$ cat src/rtl/acorn_phase_ctrl_if.sv
// Host-side bundle for acorn_phase_ctrl: job setup, the serial AD/plaintext
// handshake and the per-step controls that feed the state-update datapath.
interface acorn_phase_ctrl_if #(
  parameter int LEN_W = 16
);
  logic             start;
  logic [127:0]     key_in;
  logic [127:0]     iv_in;
  logic [LEN_W-1:0] ad_len;
  logic [LEN_W-1:0] msg_len;
  logic             din_bit;
  logic             din_valid;
  logic             din_ready;
  logic             step_en;
  logic             m_bit;
  logic             ca;
  logic             cb;
  logic             ks_valid;
  logic             tag_valid;
  logic [2:0]       phase;
  logic             busy;
  logic             done;

  modport master (
    output start, key_in, iv_in, ad_len, msg_len, din_bit, din_valid,
    input  din_ready, step_en, m_bit, ca, cb, ks_valid, tag_valid, phase, busy, done
  );

  modport slave (
    input  start, key_in, iv_in, ad_len, msg_len, din_bit, din_valid,
    output din_ready, step_en, m_bit, ca, cb, ks_valid, tag_valid, phase, busy, done
  );
endinterface

$ cat src/rtl/acorn_phase_ctrl.sv
// Phase sequencer for the bit-serial ACORN-128 core: walks INIT, AD, padding,
// ENC and FINAL, and per cycle says whether the datapath steps and with which m/ca/cb.
module acorn_phase_ctrl #(
  parameter int LEN_W = 16
) (
  input  logic               clk,
  input  logic               rst,
  acorn_phase_ctrl_if.slave  bus
);

  typedef enum logic [2:0] {
    S_IDLE    = 3'd0,
    S_INIT    = 3'd1,
    S_AD      = 3'd2,
    S_AD_PAD  = 3'd3,
    S_ENC     = 3'd4,
    S_ENC_PAD = 3'd5,
    S_FINAL   = 3'd6,
    S_DONE    = 3'd7
  } state_t;

  localparam logic [10:0] INIT_LAST  = 11'd1791;
  localparam logic [10:0] IV_FIRST   = 11'd128;
  localparam logic [10:0] KEY_FLIP   = 11'd256;
  localparam logic [10:0] PAD_HALF   = 11'd128;
  localparam logic [10:0] PAD_LAST   = 11'd255;
  localparam logic [10:0] TAG_FIRST  = 11'd640;
  localparam logic [10:0] FINAL_LAST = 11'd767;

  state_t           state_q, state_d;
  logic [10:0]      cnt_q;
  logic [LEN_W-1:0] len_cnt_q;
  logic [127:0]     key_q;
  logic [127:0]     iv_q;
  logic [LEN_W-1:0] ad_len_q;
  logic [LEN_W-1:0] msg_len_q;

  logic             step_en;
  logic             m_bit;
  logic             ca;
  logic             cb;
  logic             din_ready;
  logic             ks_valid;
  logic             tag_valid;

  logic             start_accept;
  logic             data_phase;
  logic [LEN_W-1:0] data_len;
  logic             data_last;
  logic             state_change;

  assign start_accept = (state_q == S_IDLE) && bus.start;
  assign data_phase   = (state_q == S_AD) || (state_q == S_ENC);
  assign data_len     = (state_q == S_ENC) ? msg_len_q : ad_len_q;
  // Only meaningful inside AD/ENC, where the latched length is known nonzero.
  assign data_last    = (len_cnt_q == data_len - LEN_W'(1));
  assign state_change = (state_d != state_q);

  // Per-step outputs, decoded purely from registered state and counters
  // (plus the live handshake in the data phases).
  always_comb begin
    // NOTE: every output gets a default before the case so no path leaves one
    // unassigned; that is what keeps this block from inferring latches.
    step_en   = 1'b0;
    m_bit     = 1'b0;
    ca        = 1'b0;
    cb        = 1'b0;
    din_ready = 1'b0;
    ks_valid  = 1'b0;
    tag_valid = 1'b0;
    case (state_q)
      S_INIT: begin
        step_en = 1'b1;
        ca      = 1'b1;
        cb      = 1'b1;
        if (cnt_q < IV_FIRST)      m_bit = key_q[cnt_q[6:0]];
        else if (cnt_q < KEY_FLIP) m_bit = iv_q[cnt_q[6:0]];
        else if (cnt_q == KEY_FLIP) m_bit = ~key_q[0];
        else                        m_bit = key_q[cnt_q[6:0]];
      end
      S_AD: begin
        din_ready = 1'b1;
        step_en   = bus.din_valid;
        m_bit     = bus.din_bit;
        ca        = 1'b1;
        cb        = 1'b1;
      end
      S_AD_PAD: begin
        step_en = 1'b1;
        m_bit   = (cnt_q == 11'd0);
        ca      = (cnt_q < PAD_HALF);
        cb      = 1'b1;
      end
      S_ENC: begin
        din_ready = 1'b1;
        step_en   = bus.din_valid;
        m_bit     = bus.din_bit;
        ca        = 1'b1;
        cb        = 1'b0;
        ks_valid  = bus.din_valid;
      end
      S_ENC_PAD: begin
        step_en = 1'b1;
        m_bit   = (cnt_q == 11'd0);
        ca      = (cnt_q < PAD_HALF);
        cb      = 1'b0;
      end
      S_FINAL: begin
        step_en   = 1'b1;
        ca        = 1'b1;
        cb        = 1'b1;
        tag_valid = (cnt_q >= TAG_FIRST);
      end
      default: ;
    endcase
  end

  // Transitions fire on the edge that completes a phase's last step, so the
  // next phase starts with no bubble.
  always_comb begin
    state_d = state_q;
    case (state_q)
      S_IDLE:    if (bus.start) state_d = S_INIT;
      S_INIT:    if (cnt_q == INIT_LAST)
                   state_d = (ad_len_q != '0) ? S_AD : S_AD_PAD;
      S_AD:      if (step_en && data_last) state_d = S_AD_PAD;
      S_AD_PAD:  if (cnt_q == PAD_LAST)
                   state_d = (msg_len_q != '0) ? S_ENC : S_ENC_PAD;
      S_ENC:     if (step_en && data_last) state_d = S_ENC_PAD;
      S_ENC_PAD: if (cnt_q == PAD_LAST) state_d = S_FINAL;
      S_FINAL:   if (cnt_q == FINAL_LAST) state_d = S_DONE;
      S_DONE:    state_d = S_IDLE;
      default:   state_d = S_IDLE;
    endcase
  end

  always_ff @(posedge clk) begin
    // NOTE: sequential state uses non-blocking assignment so every register
    // samples pre-edge values regardless of statement order.
    if (rst) state_q <= S_IDLE;
    else     state_q <= state_d;
  end

  // Counters restart on every phase entry and hold through handshake gaps.
  always_ff @(posedge clk) begin
    if (rst) begin
      cnt_q     <= '0;
      len_cnt_q <= '0;
    end else if (state_change) begin
      cnt_q     <= '0;
      len_cnt_q <= '0;
    end else if (step_en) begin
      cnt_q <= cnt_q + 11'd1;
      if (data_phase) len_cnt_q <= len_cnt_q + LEN_W'(1);
    end
  end

  // Job parameters are captured once; a start seen while busy never reaches here.
  always_ff @(posedge clk) begin
    if (rst) begin
      key_q     <= '0;
      iv_q      <= '0;
      ad_len_q  <= '0;
      msg_len_q <= '0;
    end else if (start_accept) begin
      key_q     <= bus.key_in;
      iv_q      <= bus.iv_in;
      ad_len_q  <= bus.ad_len;
      msg_len_q <= bus.msg_len;
    end
  end

  assign bus.step_en   = step_en;
  assign bus.m_bit     = m_bit;
  assign bus.ca        = ca;
  assign bus.cb        = cb;
  assign bus.din_ready = din_ready;
  assign bus.ks_valid  = ks_valid;
  assign bus.tag_valid = tag_valid;
  assign bus.phase     = state_q;
  assign bus.busy      = (state_q != S_IDLE);
  assign bus.done      = (state_q == S_DONE);

  a_done_pulse: assert property (@(posedge clk) disable iff (rst)
    bus.done |=> !bus.done);

  a_step_when_busy: assert property (@(posedge clk) disable iff (rst)
    step_en |-> (state_q != S_IDLE));

  a_key_held: assert property (@(posedge clk) disable iff (rst)
    (state_q != S_IDLE) |=> $stable(key_q));

endmodule

$ cat src/flat_wrapper.sv
// flat-port wrapper written by rule: the top's interface ports become plain ports
module acorn_phase_ctrl_flat 
#(
  parameter int LEN_W = 16
)
  (clk, rst, bus_start, bus_key_in, bus_iv_in, bus_ad_len, bus_msg_len, bus_din_bit, bus_din_valid, bus_din_ready, bus_step_en, bus_m_bit, bus_ca, bus_cb, bus_ks_valid, bus_tag_valid, bus_phase, bus_busy, bus_done);
  acorn_phase_ctrl_if #(.LEN_W(LEN_W)) bus_i ();
  input  logic clk;
  input  logic rst;
  input wire logic [$bits(bus_i.start)-1:0] bus_start;
  input wire logic [$bits(bus_i.key_in)-1:0] bus_key_in;
  input wire logic [$bits(bus_i.iv_in)-1:0] bus_iv_in;
  input wire logic [$bits(bus_i.ad_len)-1:0] bus_ad_len;
  input wire logic [$bits(bus_i.msg_len)-1:0] bus_msg_len;
  input wire logic [$bits(bus_i.din_bit)-1:0] bus_din_bit;
  input wire logic [$bits(bus_i.din_valid)-1:0] bus_din_valid;
  output wire logic [$bits(bus_i.din_ready)-1:0] bus_din_ready;
  output wire logic [$bits(bus_i.step_en)-1:0] bus_step_en;
  output wire logic [$bits(bus_i.m_bit)-1:0] bus_m_bit;
  output wire logic [$bits(bus_i.ca)-1:0] bus_ca;
  output wire logic [$bits(bus_i.cb)-1:0] bus_cb;
  output wire logic [$bits(bus_i.ks_valid)-1:0] bus_ks_valid;
  output wire logic [$bits(bus_i.tag_valid)-1:0] bus_tag_valid;
  output wire logic [$bits(bus_i.phase)-1:0] bus_phase;
  output wire logic [$bits(bus_i.busy)-1:0] bus_busy;
  output wire logic [$bits(bus_i.done)-1:0] bus_done;
  assign bus_i.start = bus_start;
  assign bus_i.key_in = bus_key_in;
  assign bus_i.iv_in = bus_iv_in;
  assign bus_i.ad_len = bus_ad_len;
  assign bus_i.msg_len = bus_msg_len;
  assign bus_i.din_bit = bus_din_bit;
  assign bus_i.din_valid = bus_din_valid;
  assign bus_din_ready = bus_i.din_ready;
  assign bus_step_en = bus_i.step_en;
  assign bus_m_bit = bus_i.m_bit;
  assign bus_ca = bus_i.ca;
  assign bus_cb = bus_i.cb;
  assign bus_ks_valid = bus_i.ks_valid;
  assign bus_tag_valid = bus_i.tag_valid;
  assign bus_phase = bus_i.phase;
  assign bus_busy = bus_i.busy;
  assign bus_done = bus_i.done;
  acorn_phase_ctrl #(.LEN_W(LEN_W)) u_core (.clk(clk), .rst(rst), .bus(bus_i));
endmodule
$ cat config.mk
export PLATFORM = sky130hd
export DESIGN_NAME = acorn_phase_ctrl_flat
export DESIGN_NICKNAME = d
export VERILOG_FILES = /design/src/rtl/acorn_phase_ctrl_if.sv /design/src/rtl/acorn_phase_ctrl.sv /design/src/flat_wrapper.sv
export SDC_FILE = /design/constraint.sdc
export NUM_CORES = 1
export LEC_CHECK = 0
export ABC_AREA = 1
export BUFFER_PORTS_ARGS = -buffer_cell sky130_fd_sc_hd__buf_4
export CAP_MARGIN = 20
export CELL_PAD_IN_SITES_DETAIL_PLACEMENT = 0
export CELL_PAD_IN_SITES_GLOBAL_PLACEMENT = 2
export CORE_ASPECT_RATIO = 0.7
export CORE_UTILIZATION = 30
export DETAILED_ROUTE_END_ITERATION = 10
export PLACE_DENSITY = 0.91
export SLEW_MARGIN = 30
export SYNTH_ARGS = -nofsm -noshare
export SYNTH_HDL_FRONTEND = slang
export SYNTH_SLANG_ARGS = --single-unit
$ cat constraint.sdc
create_clock -name clk -period 3.29 [get_ports clk]
set_clock_uncertainty 0.1 [all_clocks]
set_input_delay 0.329 -clock clk [delete_from_list [all_inputs] [get_ports clk]]
set_output_delay 0.329 -clock clk [all_outputs]
set_load 0.01 [all_outputs]
==> out/qor.yml <==
core_area_mm2: 0.04969
max_stage_delay_ps: 420
synth_edf_count: 0
hp-start: "bus_key_in[58]"
vias_per_cell: 4.826
drive_gt1_share_pct: 19.31
cap_violations: 0
cts_sinks: 318
cp_cell_sequence: "buf_12, buf_16, buf_4, a21oi_1, o21ai_0, a21oi_1, or2_2, o21ai_1, nand4_1, nand2_1, nand2_1, nand2_1, nand3_2, nand2_2, nand2_2, buf_6"
cp_max_fo: 8
hold_path_end: "u_core.key_q[58]$_SDFFE_PP0P_"
synth_seq_cells: 318
place.detailed.hpwl_um: 36730
critPathArrivalTime_ps: 2870
worst_pin_slew_ps: 707.3
p_sw_mw: 2.988
avgSynthCellArea_um2: 6.947
synth_area_leaders: "dfxtp_1 (42%), a21oi_1 (15%), o21ai_0 (14%), inv_1 (8.5%), nand2_1 (5.7%)"
slowest_stage: "dfxtp_4"
pwr-share-clk_pct: 41.5
combPwrFrac_pct: 18.6
violations: "negative setup slack"
dieArea_mm2: 0.05163
critical_path_depth: 16
synth-main-ff-cell: "dfxtp_1"
synth.top_cell.area_share_pct: 41.85
p_int_mw: 7.807
hold_ws_ps: 9.357
relSlewSlack_pct: 52.73
wl_um: 55950
ctsHtreeMaxLevel: 2
setup_violations: 1
gp_congestion: 0.8851
final.min_clock_period_ps: 3304
synth_seq_area_share_pct: 41.85
fmax_ghz: 0.3027
vias: 15830
path_buf_inv: 4
portBuffers: 304
yosysMostFrequentCell: "a21oi_1"
vdd_drop_max_mv: 0.2478
worst_setup_path_start_kind: "flip-flop"
gr-total-overflow: 0
grt_first_pass_wirelength_um: 84440
layout.nets: 2885
route.detailed.drc: 0
synth_commonest_cells: "a21oi_1 (442), o21ai_0 (423), inv_1 (346)"
cts_tree: "built"
rsz0062_at_grt: "true"
hp-class: "primary input to flip-flop"
path_common_cell: "nand2_1"
nFillCells: 5104
r2r_start: "u_core.cnt_q[0]$_SDFFE_PP0P_"
cts.clk_slew.worst_paths_ps: 60
period_share_pct: 100.4
reg2reg_to: "u_core.cnt_q[0]$_SDFFE_PP0P_"
ctsLongestPathBuffers: 3
p_sw_share_pct: 27.68
synth.distinct_cells: 42
die_width_um: 271.2
fp.dieH_um: 190.4
grt_pass1_vias: 14980
syn_to_final_growth_pct: 41.36
grt_max_degree: 133
critPathRequiredTime_ps: 2860
antenna_found_initial: 2
syn-cell-area_mm2: 0.01521
track_usage_pct: 20.91
num_io_pins: 305
r2r.worst_path.cells: 13
drv_slew: 0
ant_nets: 0
clkLatencyLatePin_ps: 540
drt-wirelength-per-cell_um: 17.05
clockRootBuffer: "clkbuf_16"
drtIter0Drc: 1143
p_leak_nw: 9.112
num_rows: 68
seqPwrFrac_pct: 39.8
synth_nets: 2487
reg2reg_slack_ps: 280
utilization_pct: 43.28
power_density_mw_per_mm2: 501.9
synth_warnings: 0
async_reset_ff_share_pct: 0
crit_family: "simple AND/OR/NAND/NOR gates"
status: "finished with violations"
hold_viol_final: 0
cts_buffers: 36
setup_slack_ps: -13.80
start_util_pct: 30.62
instances_no_fill: 3281
critPathKind: "flip-flop to primary output"
worstSetupEndpointType: "primary output"
synth_area_leader_cell: "dfxtp_1"
dp.cells: 3047
drtPass1Iterations: 5
syn_inst: 2190
hold_depth: 3
worst max-delay path by stage:
stage,start,endpoint,slack (ps)
detailed placement,u_core.cnt_q[3]$_SDFFE_PP0P_,u_core.len_cnt_q[7]$_SDFFE_PP0P_,320
global route,u_core.cnt_q[0]$_SDFFE_PP0P_,bus_m_bit,-200
CTS,u_core.cnt_q[0]$_SDFFE_PP0P_,bus_m_bit,-3
global placement,u_core.cnt_q[0]$_SDFFE_PP0P_,bus_m_bit,340
floorplan,u_core.bus.phase[0]$_SDFF_PP0_,u_core.cnt_q[9]$_SDFFE_PP0P_,630
finish,u_core.cnt_q[0]$_SDFFE_PP0P_,bus_m_bit,-10
timing repair:
action,CTS,global route
endpoints found under the hold margin,152,0
cloned,8,2
endpoints found under the setup margin,1,1
hold buffers,151,0
setup buffers,3,5
pin swaps,15,6
gates resized for setup,43,16
registers in the layout, summed over array words and instances, names as in the netlist:
register,cells
u_core.iv_q,128
u_core.bus.phase,3
u_core.cnt_q,11
u_core.len_cnt_q,16
u_core.msg_len_q,16
u_core.key_q,128
u_core.ad_len_q,16
routing by layer:
metal  global-route usage (%)  vias to the layer above  share of wire [%]
met5                        0                        -              0.014
met4                    4.927                        2                1.8
met3                    3.374                       62                6.0
met2                    32.44                      417                 44
met1                    30.12                     7364                 49
li1                         -                     7989                  -
power by group through the flow:
stage | clock, mW | sequential (mW) | combinational, mW
final | 4.48 | 4.30 | 2.01
after floorplan | 0 | 4.34 | 1.04
after detailed placement | 0 | 4.38 | 1.72
after global routing | 4.74 | 4.33 | 2.23
after global placement | 0 | 4.37 | 1.71
after CTS | 4.58 | 4.29 | 1.98
per-stage QoR:
stage	worst slack, ps	power (mW)	cell area [um2]	TNS [ps]
after detailed placement	317.7	6.098	18190	0
after global routing	-200.5	11.31	21510	-200.5
final	-13.80	10.79	21510	-13.80
after floorplan	633.9	5.377	15210	0
after CTS	-2.566	10.85	21380	-2.566
after global placement	343.4	6.078	18190	0
layout by cell type, fill, tap and decap left out, types with 10 or more instances in the layout:
| cell | netlist | layout |
|---|---|---|
| buf_12 | 2 | 13 |
| nor2_1 | 55 | 50 |
| nand2_2 | 10 | 12 |
| nand3_1 | 66 | 63 |
| o21ai_0 | 423 | 399 |
| nor3_1 | 12 | 12 |
| xor2_1 | 29 | 29 |
| buf_4 | 1 | 332 |
| buf_16 | 0 | 11 |
| dlygate4sd3_1 | 0 | 151 |
| o21ai_1 | 0 | 17 |
| nand2_1 | 233 | 231 |
| a21oi_1 | 442 | 442 |
| dfxtp_1 | 318 | 315 |
| inv_1 | 346 | 344 |
| nand4_1 | 16 | 16 |
| clkbuf_16 | 0 | 39 |
| nor2_2 | 27 | 30 |
| clkbuf_8 | 0 | 10 |
kinds of logic after synthesis:
logic type,after synthesis,share of synthesized area (%)
compound gates,886,29.51
xor+xnor,33,1.900
fa+ha+maj,4,0.3290
buf+inv,501,12.89
flops,318,41.85
mux,2,0.1398
simple gates,446,13.39
layout make-up:
cell class,instances,area (um2),share of cell area [%]
clock inverters,16,245.2,1.140
diodes,1,2.502,0.01164
multi-input cells,1371,6988,32.49
inverters,350,1331,6.190
flip-flops and latches,318,6375,29.64
well taps,665,832.0,3.869
repair buffers,511,4661,21.67
clock buffers,49,1071,4.980
tightest hold or removal path, stage by stage:
cell and delay (ps):
buf_4 70, o21ai_0 90, a21oi_1 110
No activity file was read; power rests on OpenSTA's default activity.
